**src/rtl/axi_lite_pkg.sv**
```systemverilog
// Shared AXI-Lite definitions: response codes and the master bridge state encoding.
package axi_lite_pkg;

  typedef enum logic [1:0] {
    RESP_OKAY   = 2'b00,
    RESP_EXOKAY = 2'b01,
    RESP_SLVERR = 2'b10,
    RESP_DECERR = 2'b11
  } resp_type_e;

  typedef enum logic [2:0] {
    IDLE,
    RADDR,
    RDATA,
    WREQ,
    WRESP,
    DONE
  } bridge_state_e;

endpackage

```
**src/rtl/axi_lite_if.sv**
```systemverilog
// AXI-Lite signal bundle with master and slave views.
interface axi_lite_if #(
  parameter int unsigned DATA_WIDTH = 32,
  parameter int unsigned ADDR_WIDTH = 32
);

  logic [ADDR_WIDTH-1:0]   awaddr;
  logic [2:0]              awprot;
  logic                    awvalid;
  logic                    awready;

  logic [DATA_WIDTH-1:0]   wdata;
  logic [DATA_WIDTH/8-1:0] wstrb;
  logic                    wvalid;
  logic                    wready;

  logic [1:0]              bresp;
  logic                    bvalid;
  logic                    bready;

  logic [ADDR_WIDTH-1:0]   araddr;
  logic [2:0]              arprot;
  logic                    arvalid;
  logic                    arready;

  logic [DATA_WIDTH-1:0]   rdata;
  logic [1:0]              rresp;
  logic                    rvalid;
  logic                    rready;

  modport master (
    output awaddr, awprot, awvalid,
    input  awready,
    output wdata, wstrb, wvalid,
    input  wready,
    input  bresp, bvalid,
    output bready,
    output araddr, arprot, arvalid,
    input  arready,
    input  rdata, rresp, rvalid,
    output rready
  );

  modport slave (
    input  awaddr, awprot, awvalid,
    output awready,
    input  wdata, wstrb, wvalid,
    output wready,
    output bresp, bvalid,
    input  bready,
    input  araddr, arprot, arvalid,
    output arready,
    output rdata, rresp, rvalid,
    input  rready
  );

endinterface

```
**src/rtl/axi_lite_master_bridge.sv**
```systemverilog
// Single-outstanding core request port to AXI-Lite master bridge.
// One read (AR then R) or one write (AW and W together, then B) at a time;
// completion is reported as a one-cycle resp_valid pulse.
// Optional watchdog: define AXI_TIMEOUT_EN to abort hung transactions after
// TIMEOUT_CYCLES cycles in a single state (completes with resp_err = 1).
module axi_lite_master_bridge
  import axi_lite_pkg::*;
#(
  parameter int unsigned DATA_WIDTH     = 32,
  parameter int unsigned ADDR_WIDTH     = 32,
  parameter int unsigned TIMEOUT_CYCLES = 1024
) (
  input  logic                    clk,
  input  logic                    rst_n,
  input  logic                    req_valid,
  output logic                    req_ready,
  input  logic                    req_we,
  input  logic [ADDR_WIDTH-1:0]   req_addr,
  input  logic [DATA_WIDTH-1:0]   req_wdata,
  input  logic [DATA_WIDTH/8-1:0] req_wstrb,
  output logic                    resp_valid,
  output logic [DATA_WIDTH-1:0]   resp_rdata,
  output logic                    resp_err,
  axi_lite_if.master              m_axi
);

  localparam int unsigned STRB_WIDTH = DATA_WIDTH / 8;

  if (TIMEOUT_CYCLES < 2) begin : g_bad_timeout
    $error("axi_lite_master_bridge: TIMEOUT_CYCLES must be at least 2");
  end

  bridge_state_e state;
  bridge_state_e state_next;

  logic [ADDR_WIDTH-1:0] addr_q;
  logic [DATA_WIDTH-1:0] wdata_q;
  logic [STRB_WIDTH-1:0] wstrb_q;
  logic                  aw_done;
  logic                  w_done;
  logic [DATA_WIDTH-1:0] rdata_q;
  logic                  err_q;

  logic ar_hs;
  logic r_hs;
  logic aw_hs;
  logic w_hs;
  logic b_hs;
  logic tmo_hit;

  // Handshakes are qualified by state so stray slave activity is ignored.
  assign ar_hs = (state == RADDR) && m_axi.arready;
  assign r_hs  = (state == RDATA) && m_axi.rvalid;
  assign aw_hs = (state == WREQ) && !aw_done && m_axi.awready;
  assign w_hs  = (state == WREQ) && !w_done && m_axi.wready;
  assign b_hs  = (state == WRESP) && m_axi.bvalid;

`ifdef AXI_TIMEOUT_EN
  localparam int unsigned TMO_W = $clog2(TIMEOUT_CYCLES);

  logic [TMO_W-1:0] tmo_cnt;
  logic             busy;

  assign busy    = state inside {RADDR, RDATA, WREQ, WRESP};
  assign tmo_hit = busy && (tmo_cnt == TMO_W'(TIMEOUT_CYCLES - 1));

  // Watchdog: counts cycles spent in the current busy state, restarts on any state change.
  always_ff @(posedge clk) begin
    if (!rst_n) begin
      tmo_cnt <= '0;
    end else if (state_next != state) begin
      tmo_cnt <= '0;
    end else if (busy) begin
      tmo_cnt <= tmo_cnt + 1'b1;
    end
  end
`else
  assign tmo_hit = 1'b0;
`endif

  // State register.
  always_ff @(posedge clk) begin
    if (!rst_n) begin
      state <= IDLE;
    end else begin
      state <= state_next;
    end
  end

  // Next-state and channel valid/ready decode; all outputs depend on state only,
  // never combinationally on a slave ready.
  always_comb begin
    state_next    = state;
    req_ready     = 1'b0;
    resp_valid    = 1'b0;
    m_axi.arvalid = 1'b0;
    m_axi.rready  = 1'b0;
    m_axi.awvalid = 1'b0;
    m_axi.wvalid  = 1'b0;
    m_axi.bready  = 1'b0;
    unique case (state)
      IDLE: begin
        req_ready = 1'b1;
        if (req_valid) begin
          state_next = req_we ? WREQ : RADDR;
        end
      end
      RADDR: begin
        m_axi.arvalid = 1'b1;
        if (ar_hs) begin
          state_next = RDATA;
        end else if (tmo_hit) begin
          state_next = DONE;
        end
      end
      RDATA: begin
        m_axi.rready = 1'b1;
        if (r_hs) begin
          state_next = DONE;
        end else if (tmo_hit) begin
          state_next = DONE;
        end
      end
      WREQ: begin
        m_axi.awvalid = !aw_done;
        m_axi.wvalid  = !w_done;
        // Leave as soon as both channels are complete, including handshakes in this cycle.
        if ((aw_done || aw_hs) && (w_done || w_hs)) begin
          state_next = WRESP;
        end else if (tmo_hit) begin
          state_next = DONE;
        end
      end
      WRESP: begin
        m_axi.bready = 1'b1;
        if (b_hs) begin
          state_next = DONE;
        end else if (tmo_hit) begin
          state_next = DONE;
        end
      end
      DONE: begin
        resp_valid = 1'b1;
        state_next = IDLE;
      end
      default: begin
        state_next = IDLE;
      end
    endcase
  end

  // Request capture: payload is frozen for the whole transaction.
  always_ff @(posedge clk) begin
    if (!rst_n) begin
      addr_q  <= '0;
      wdata_q <= '0;
      wstrb_q <= '0;
    end else if ((state == IDLE) && req_valid) begin
      addr_q  <= req_addr;
      wdata_q <= req_wdata;
      wstrb_q <= req_wstrb;
    end
  end

  // Per-channel write completion flags, cleared on return to IDLE.
  always_ff @(posedge clk) begin
    if (!rst_n || (state_next == IDLE)) begin
      aw_done <= 1'b0;
      w_done  <= 1'b0;
    end else begin
      if (aw_hs) begin
        aw_done <= 1'b1;
      end
      if (w_hs) begin
        w_done <= 1'b1;
      end
    end
  end

  // Completion data and error flag; a real handshake takes priority over the watchdog.
  always_ff @(posedge clk) begin
    if (!rst_n) begin
      rdata_q <= '0;
      err_q   <= 1'b0;
    end else if (r_hs) begin
      rdata_q <= m_axi.rdata;
      err_q   <= (m_axi.rresp != RESP_OKAY);
    end else if (b_hs) begin
      rdata_q <= '0;
      err_q   <= (m_axi.bresp != RESP_OKAY);
    end else if (tmo_hit) begin
      rdata_q <= '0;
      err_q   <= 1'b1;
    end
  end

  assign resp_rdata   = rdata_q;
  assign resp_err     = err_q;

  assign m_axi.araddr = addr_q;
  assign m_axi.arprot = '0;
  assign m_axi.awaddr = addr_q;
  assign m_axi.awprot = '0;
  assign m_axi.wdata  = wdata_q;
  assign m_axi.wstrb  = wstrb_q;

endmodule
```
**src/flat_wrapper.sv**
```systemverilog
// flat-port wrapper written by rule: the top's interface ports become plain ports
module axi_lite_master_bridge_flat import axi_lite_pkg::*;
#(
  parameter int unsigned DATA_WIDTH     = 32,
  parameter int unsigned ADDR_WIDTH     = 32,
  parameter int unsigned TIMEOUT_CYCLES = 1024
)
  (clk, rst_n, req_valid, req_ready, req_we, req_addr, req_wdata, req_wstrb, resp_valid, resp_rdata, resp_err, m_axi_awaddr, m_axi_awprot, m_axi_awvalid, m_axi_awready, m_axi_wdata, m_axi_wstrb, m_axi_wvalid, m_axi_wready, m_axi_bresp, m_axi_bvalid, m_axi_bready, m_axi_araddr, m_axi_arprot, m_axi_arvalid, m_axi_arready, m_axi_rdata, m_axi_rresp, m_axi_rvalid, m_axi_rready);
  axi_lite_if #(.DATA_WIDTH(DATA_WIDTH), .ADDR_WIDTH(ADDR_WIDTH)) m_axi_i ();
  input  logic clk;
  input  logic rst_n;
  input  logic req_valid;
  output logic req_ready;
  input  logic req_we;
  input  logic [ADDR_WIDTH-1:0] req_addr;
  input  logic [DATA_WIDTH-1:0] req_wdata;
  input  logic [DATA_WIDTH/8-1:0] req_wstrb;
  output logic resp_valid;
  output logic [DATA_WIDTH-1:0] resp_rdata;
  output logic resp_err;
  output wire logic [$bits(m_axi_i.awaddr)-1:0] m_axi_awaddr;
  output wire logic [$bits(m_axi_i.awprot)-1:0] m_axi_awprot;
  output wire logic [$bits(m_axi_i.awvalid)-1:0] m_axi_awvalid;
  input wire logic [$bits(m_axi_i.awready)-1:0] m_axi_awready;
  output wire logic [$bits(m_axi_i.wdata)-1:0] m_axi_wdata;
  output wire logic [$bits(m_axi_i.wstrb)-1:0] m_axi_wstrb;
  output wire logic [$bits(m_axi_i.wvalid)-1:0] m_axi_wvalid;
  input wire logic [$bits(m_axi_i.wready)-1:0] m_axi_wready;
  input wire logic [$bits(m_axi_i.bresp)-1:0] m_axi_bresp;
  input wire logic [$bits(m_axi_i.bvalid)-1:0] m_axi_bvalid;
  output wire logic [$bits(m_axi_i.bready)-1:0] m_axi_bready;
  output wire logic [$bits(m_axi_i.araddr)-1:0] m_axi_araddr;
  output wire logic [$bits(m_axi_i.arprot)-1:0] m_axi_arprot;
  output wire logic [$bits(m_axi_i.arvalid)-1:0] m_axi_arvalid;
  input wire logic [$bits(m_axi_i.arready)-1:0] m_axi_arready;
  input wire logic [$bits(m_axi_i.rdata)-1:0] m_axi_rdata;
  input wire logic [$bits(m_axi_i.rresp)-1:0] m_axi_rresp;
  input wire logic [$bits(m_axi_i.rvalid)-1:0] m_axi_rvalid;
  output wire logic [$bits(m_axi_i.rready)-1:0] m_axi_rready;
  assign m_axi_awaddr = m_axi_i.awaddr;
  assign m_axi_awprot = m_axi_i.awprot;
  assign m_axi_awvalid = m_axi_i.awvalid;
  assign m_axi_i.awready = m_axi_awready;
  assign m_axi_wdata = m_axi_i.wdata;
  assign m_axi_wstrb = m_axi_i.wstrb;
  assign m_axi_wvalid = m_axi_i.wvalid;
  assign m_axi_i.wready = m_axi_wready;
  assign m_axi_i.bresp = m_axi_bresp;
  assign m_axi_i.bvalid = m_axi_bvalid;
  assign m_axi_bready = m_axi_i.bready;
  assign m_axi_araddr = m_axi_i.araddr;
  assign m_axi_arprot = m_axi_i.arprot;
  assign m_axi_arvalid = m_axi_i.arvalid;
  assign m_axi_i.arready = m_axi_arready;
  assign m_axi_i.rdata = m_axi_rdata;
  assign m_axi_i.rresp = m_axi_rresp;
  assign m_axi_i.rvalid = m_axi_rvalid;
  assign m_axi_rready = m_axi_i.rready;
  axi_lite_master_bridge #(.DATA_WIDTH(DATA_WIDTH), .ADDR_WIDTH(ADDR_WIDTH), .TIMEOUT_CYCLES(TIMEOUT_CYCLES)) u_core (.clk(clk), .rst_n(rst_n), .req_valid(req_valid), .req_ready(req_ready), .req_we(req_we), .req_addr(req_addr), .req_wdata(req_wdata), .req_wstrb(req_wstrb), .resp_valid(resp_valid), .resp_rdata(resp_rdata), .resp_err(resp_err), .m_axi(m_axi_i));
endmodule
```
**config.mk**
```make
export PLATFORM = sky130hd
export DESIGN_NAME = axi_lite_master_bridge_flat
export DESIGN_NICKNAME = d
export VERILOG_FILES = /design/src/rtl/axi_lite_pkg.sv /design/src/rtl/axi_lite_if.sv /design/src/rtl/axi_lite_master_bridge.sv /design/src/flat_wrapper.sv
export SDC_FILE = /design/constraint.sdc
export NUM_CORES = 1
export LEC_CHECK = 0
export ABC_AREA = 1
export CELL_PAD_IN_SITES_DETAIL_PLACEMENT = 0
export CELL_PAD_IN_SITES_GLOBAL_PLACEMENT = 1
export CORE_MARGIN = 5
export CORE_UTILIZATION = 25
export DETAILED_ROUTE_END_ITERATION = 8
export PLACE_DENSITY_LB_ADDON = 0.2
export REMOVE_ABC_BUFFERS = 1
export SETUP_SLACK_MARGIN = 0.05
export SYNTH_ARGS = -nofsm -noshare
export SYNTH_HDL_FRONTEND = slang
export SYNTH_SLANG_ARGS = --single-unit
```
**constraint.sdc**
```tcl
create_clock -name clk -period 1.5 [get_ports clk]
set_clock_uncertainty 0.2 [all_clocks]
set_input_delay 0.3 -clock clk [delete_from_list [all_inputs] [get_ports clk]]
set_output_delay 0.3 -clock clk [all_outputs]
set_load 0.05 [all_outputs]
```
==> reports/results.txt, run 1 <==
Die Width = 141 µm
Sequential Area = 0.00224 mm²
Sw Ratio = 39.7%
Post-synth EDFFs = 0
clock transition at the registers of the reported paths = 0.07 ns
Comb pwr share = 53.8%
initial antenna violation count = 0
most frequent cells after synthesis = 144 x nand2_1, 106 x dfxtp_1, 103 x a21oi_1
CTS tree = built
worst setup margin = -0.320 ns
CP required = 1.00 ns
number of fill cells = 1300
RSZ-0062 raised after global routing = yes
Critical Path Max Stage Delay = 0.37 ns
Mapped Cells = 547
pre-CTS setup slack = -0.289 ns
Hold Fails Final Rpt = 0
first-pass GRT wire length = 25.9 mm
row count = 47
CP Max Fanout = 3
H-tree levels = 3
multi-input logic area = 0.00265 mm²
Hold Crit Class = in -> reg
final setup violation count = 109
final cell count without fillers = 1021
critical path startpoint category = register
layout cells sized above 1 = 57.4%
# Max-Cap Violations = 0
Via Count = 4684
number of buffers created by CTS = 9
internal power = 8.45 mW
Net Sw Power = 5.57 mW
I/O pin count = 259
vias in the first global route = 4523
failing checks = negative setup slack
ANT cells = 0
IO buf count = 252
clock root cell = clkbuf_16
die height = 141 µm
DRT Pass-1 Iters = 4
ratio of final minimum period to clock period = 121%
DR iter-0 viols = 123
Tmin final = 1.82 ns
PwrDens = 1350 mW/mm²
CP dominant cell by count = buf_12
final max-slew violation count = 0
WS Path Type = reg -> out
Final #Nets = 909
share of Yosys cell area claimed by the top area cell type = 49.5%
DIE AREA = 0.0199 mm²
Critical Path, Cell by Cell = buf_6 -> nor2_4 -> nand2_2 -> inv_2 -> buf_12 -> buf_12
Seq/Total Area, Yosys = 49.5%
area delta synth->final = 143%
pin count of the biggest net entering global routing = 42
CORE AREA = 0.0167 mm²
Top FF cell, synth = dfxtp_1
Skew-Pair Late Insertion Delay = 0.34 ns
largest area contributor in the netlist = dfxtp_1
final WL = 19.3 mm
maximum clock insertion buffer count = 2
grt ovf = 0
fmax = 549 MHz
Initial Util = 25.7%
final routed DRC violation total = 0
Max VDD drop = 0.594 mV
flop and latch count out of synthesis = 106
Antenna Violating Nets Remaining = 0
Power, Total = 14.0 mW
placed insts = 980
ranking of synthesized cells by area = dfxtp_1 50%, nand2_1 13%, a21oi_1 12%
count leader, synth = nand2_1
total track usage = 16.5%
Netlist Area Pre-Place = 0.00428 mm²
Yosys warning total = 0
outcome = complete, but fails checks
Arr. time, crit path = 1.32 ns
Flop pwr share = 27.1%
Async SR Flop Fraction = 0%
setup total negative slack = -20.24 ns
Worst path slowest cell = dfxtp_4
Pleak = 4.03 nW
Mapped Avg Cell Area = 7.83 µm²
GP Congestion = 0.766
utilization after layout = 62.4%
DPL Wire Length = 12.3 mm
clock sink count = 106
drt wl/cell = 18.9 µm
Vias/cell = 4.59
clock share of power = 19.2%
synth unique cells = 25
CP endpoint kind = output pin
## state kept, by name, summed over array words and instances (netlist names)
register,cells
u_core.aw_done,1
u_core.m_axi.araddr,32
u_core.m_axi.wdata,32
u_core.m_axi.wstrb,4
u_core.resp_err,1
u_core.resp_rdata,32
u_core.state,3
u_core.w_done,1
## power by group through the flow
| stage | combinational [mW] | clock [mW] | sequential, mW |
|---|---|---|---|
| global route | 7.84 | 2.89 | 3.84 |
| global placement | 5.67 | 0 | 3.66 |
| CTS | 6.19 | 2.77 | 3.65 |
| finish | 7.54 | 2.69 | 3.79 |
| detailed placement | 5.72 | 0 | 3.67 |
| floorplan | 1.12 | 0 | 4.93 |
## final timing paths
check	start	end	slack [ns]	depth (start not counted)
min	req_valid	u_core.m_axi.araddr[5]	0.21	3
max reg2reg	u_core.state[1]	u_core.m_axi.araddr[23]	-0.28	8
max	u_core.state[1]	req_ready	-0.32	6
min reg2reg	u_core.resp_rdata[26]	u_core.resp_rdata[26]	0.29	2
## through the flow
stage	instance area (µm²)	hold slack (ns)
final	10400	0.208
after global placement	8350	0.284
after detailed placement	8350	0.292
after global routing	10400	0.189
after floorplan	3790	0.238
after CTS	9010	0.163
## area by class of cell
class / instances / area share [%]
Inverter: 17 / 0.792
Multi-Input combinational cell: 351 / 25.4
Timing Repair Buffer: 311 / 46.4
Sequential cell: 106 / 21.5
Clock buffer: 11 / 2.42
Tap cell: 220 / 2.64
Clock inverter: 5 / 0.816
## per-layer routing
layer	global-route usage, %	share of wire, %	up-vias
met5	0	0	-
met3	7.52	9.4	17
met4	4.23	1.4	0
met2	26.5	49	197
li1	-	-	2261
met1	20.2	41	2209
## cell families after synthesis
group,count (synthesis),synth area share [%]
flip-flops,106,49.5
other,1,0.0875
AO/OA/AOI/OAI,108,12.7
buffers and inverters,95,13.4
AND/OR/NAND/NOR,237,24.3
## repair_timing
action	in CTS	in global routing
gates cloned	5	10
buffers inserted	5	9
pin swaps	4	59
hold buffers	0	0
setup endpoints to repair	173	115
resized for setup	63	315
## cells in the final DEF (no fill, tap or decap), drive strengths merged
| cell type | count |
|---|---|
| a21oi | 103 |
| nor3 | 4 |
| a31oi | 1 |
| buf | 190 |
| inv | 17 |
| bufinv | 2 |
| dfxtp | 106 |
| clkbuf | 21 |
| clkinvlp | 1 |
| nand4 | 5 |
| clkinv | 2 |
| nor2 | 10 |
| conb | 6 |
| nand2 | 145 |
| o21ai | 3 |
| nand3 | 73 |
| clkdlybuf4s50 | 111 |
| o21bai | 1 |
## worst max-delay path, delay by kind of cell, from the launching register on
kind | cells | cell delay, ns
buffers and inverters | 4 | 0.44
flip-flops | 1 | 0.37
AND/OR/NAND/NOR | 2 | 0.16
No activity file was read; power rests on OpenSTA's default activity.
==> run 2: changes to the inputs <==
GPL_TIMING_DRIVEN = 0   (was not set)
==> reports/results.txt, run 2 (same netlist as run 1, synthesis figures left out) <==
clock root cell = clkbuf_16
placed insts = 948
drt wl/cell = 17.2 µm
commonest non-fill, non-tap cell in the layout = clkdlybuf4s50_1
Die Width = 141 µm
final max-slew violation count = 0
global-route track usage on met3 = 5.35%
DRT Pass-1 Iters = 4
Max VDD drop = 0.693 mV
Vias/cell = 4.58
DR iter-0 viols = 161
H-tree levels = 3
initial antenna violation count = 0
IO buf count = 252
pre-CTS setup slack = -1.64 ns
die height = 141 µm
Final #Nets = 884
Tightest Pin Transition = 0.534 ns
crit path from = u_core.state[2]
outcome = complete, but fails checks
maximum clock insertion buffer count = 2
most frequent cells in the layout = 111 x clkdlybuf4s50_1, 102 x nand2_1, 91 x buf_4
pin count of the biggest net entering global routing = 62
relative slew slack = 64.4%
Hold Fails Final Rpt = 0
Via Count = 4553
# Max-Cap Violations = 0
number of buffers created by CTS = 9
Antenna Violating Nets Remaining = 0
FF-to-FF Start = u_core.state[1]
Hold Path Origin = u_core.resp_rdata[14]
row count = 47
total track usage = 15.9%
Tmin final = 1.86 ns
met1 GRT Util = 20.6%
DIE AREA = 0.0199 mm²
clock sink count = 106
final routed DRC violation total = 0
WS Path Type = reg -> out
Power, Total = 11.8 mW
area delta synth->final = 80.7%
ANT cells = 0
vias in the first global route = 4266
I/O pin count = 259
GRT busiest layer = met2
CP Max Fanout = 18
Skew-Pair Late Insertion Delay = 0.35 ns
PwrDens = 1520 mW/mm²
met2 Use GR = 25.1%
number of fill cells = 1624
failing checks = negative setup slack
first-pass GRT wire length = 24.9 mm
CP required = 1.00 ns
Pleak = 3.13 nW
DPL Wire Length = 10.1 mm
GP Congestion = 0.726
RSZ-0062 raised after global routing = yes
Worst R2R Path Depth = 9
final WL = 17.2 mm
CORE AREA = 0.0167 mm²
Hold Crit Depth = 2
Hold Crit Class = reg -> reg
grt ovf = 0
final cell count without fillers = 995
fmax = 539 MHz
CTS tree = built
Arr. time, crit path = 1.36 ns
worst setup margin = -0.356 ns
CP endpoint kind = output pin
critical path startpoint category = register
clock transition at the registers of the reported paths = 0.07 ns
Initial Util = 25.7%
final setup violation count = 111
layout cells sized above 1 = 38.3%
ratio of final minimum period to clock period = 124%
[run 2: cell count changes in the layout (fill, tap and decap cells not counted), moves of 14 or more]
cell / previous run / this run
buf_12: 152 / 7
nand2_4: 77 / 15
buf_6: 12 / 62
nand2_1: 50 / 102
a21oi_2: 84 / 19
dfxtp_4: 27 / 3
buf_4: 19 / 91
a21oi_1: 19 / 84
dfxtp_2: 11 / 25
[run 2: metrics by stage]
step	util (%)	hold slack, ns	TNS, ns	cell area (µm²)
floorplan	-	0.238	-33.83	3790
global placement	39.5	0.248	-345.59	6590
detailed placement	39.8	0.254	-102.13	6650
CTS	42.7	0.250	-9.12	7120
global route	46.3	0.282	-23.28	7740
finish	46.3	0.260	-15.73	7740
[run 2: per-layer routing]
layer / share of wire (%) / wire length, µm
met5: 0 / 0
met4: 1.1 / 191
met3: 10 / 1720
met2: 46 / 7860
met1: 43 / 7390
[run 2: where the power goes]
part / switching (mW) / internal, mW
registers: 0.337 / 3.19
logic: 3.47 / 1.93
clock network: 1.09 / 1.79
[run 2: path summary, 6_finish.rpt]
check / slack (ns) / to
max: -0.36 / req_ready
min reg2reg: 0.26 / u_core.resp_rdata[14]
max reg2reg: -0.23 / u_core.resp_rdata[29]
min: 0.26 / u_core.resp_rdata[14]
[run 2: area by class of cell]
class                   instances  area, µm²  share of cell area, %
clock inverters                 5        128                   1.65
well taps                     220        275                   3.56
flip-flops and latches        106       2160                   28.0
multi-input cells             356       2020                   26.1
clock buffers                  10        229                   2.96
repair buffers                277       2750                   35.5
repair inverters                4       35.0                  0.453
inverters                      17        141                   1.83
[run 2: repair_timing]
action | in CTS | in global routing
endpoints found under the setup margin | 246 | 147
resized for setup | 923 | 148
gates cloned | 7 | 3
buffers inserted | 13 | 9
pin swaps | 6 | 26
hold buffers | 0 | 0
[run 2: worst max-delay path, stage by stage, from the launching register on]
cell and delay (ns):
dfxtp_2 0.48, inv_8 0.12, nand2_8 0.16, inv_16 0.08
buf_12 0.15
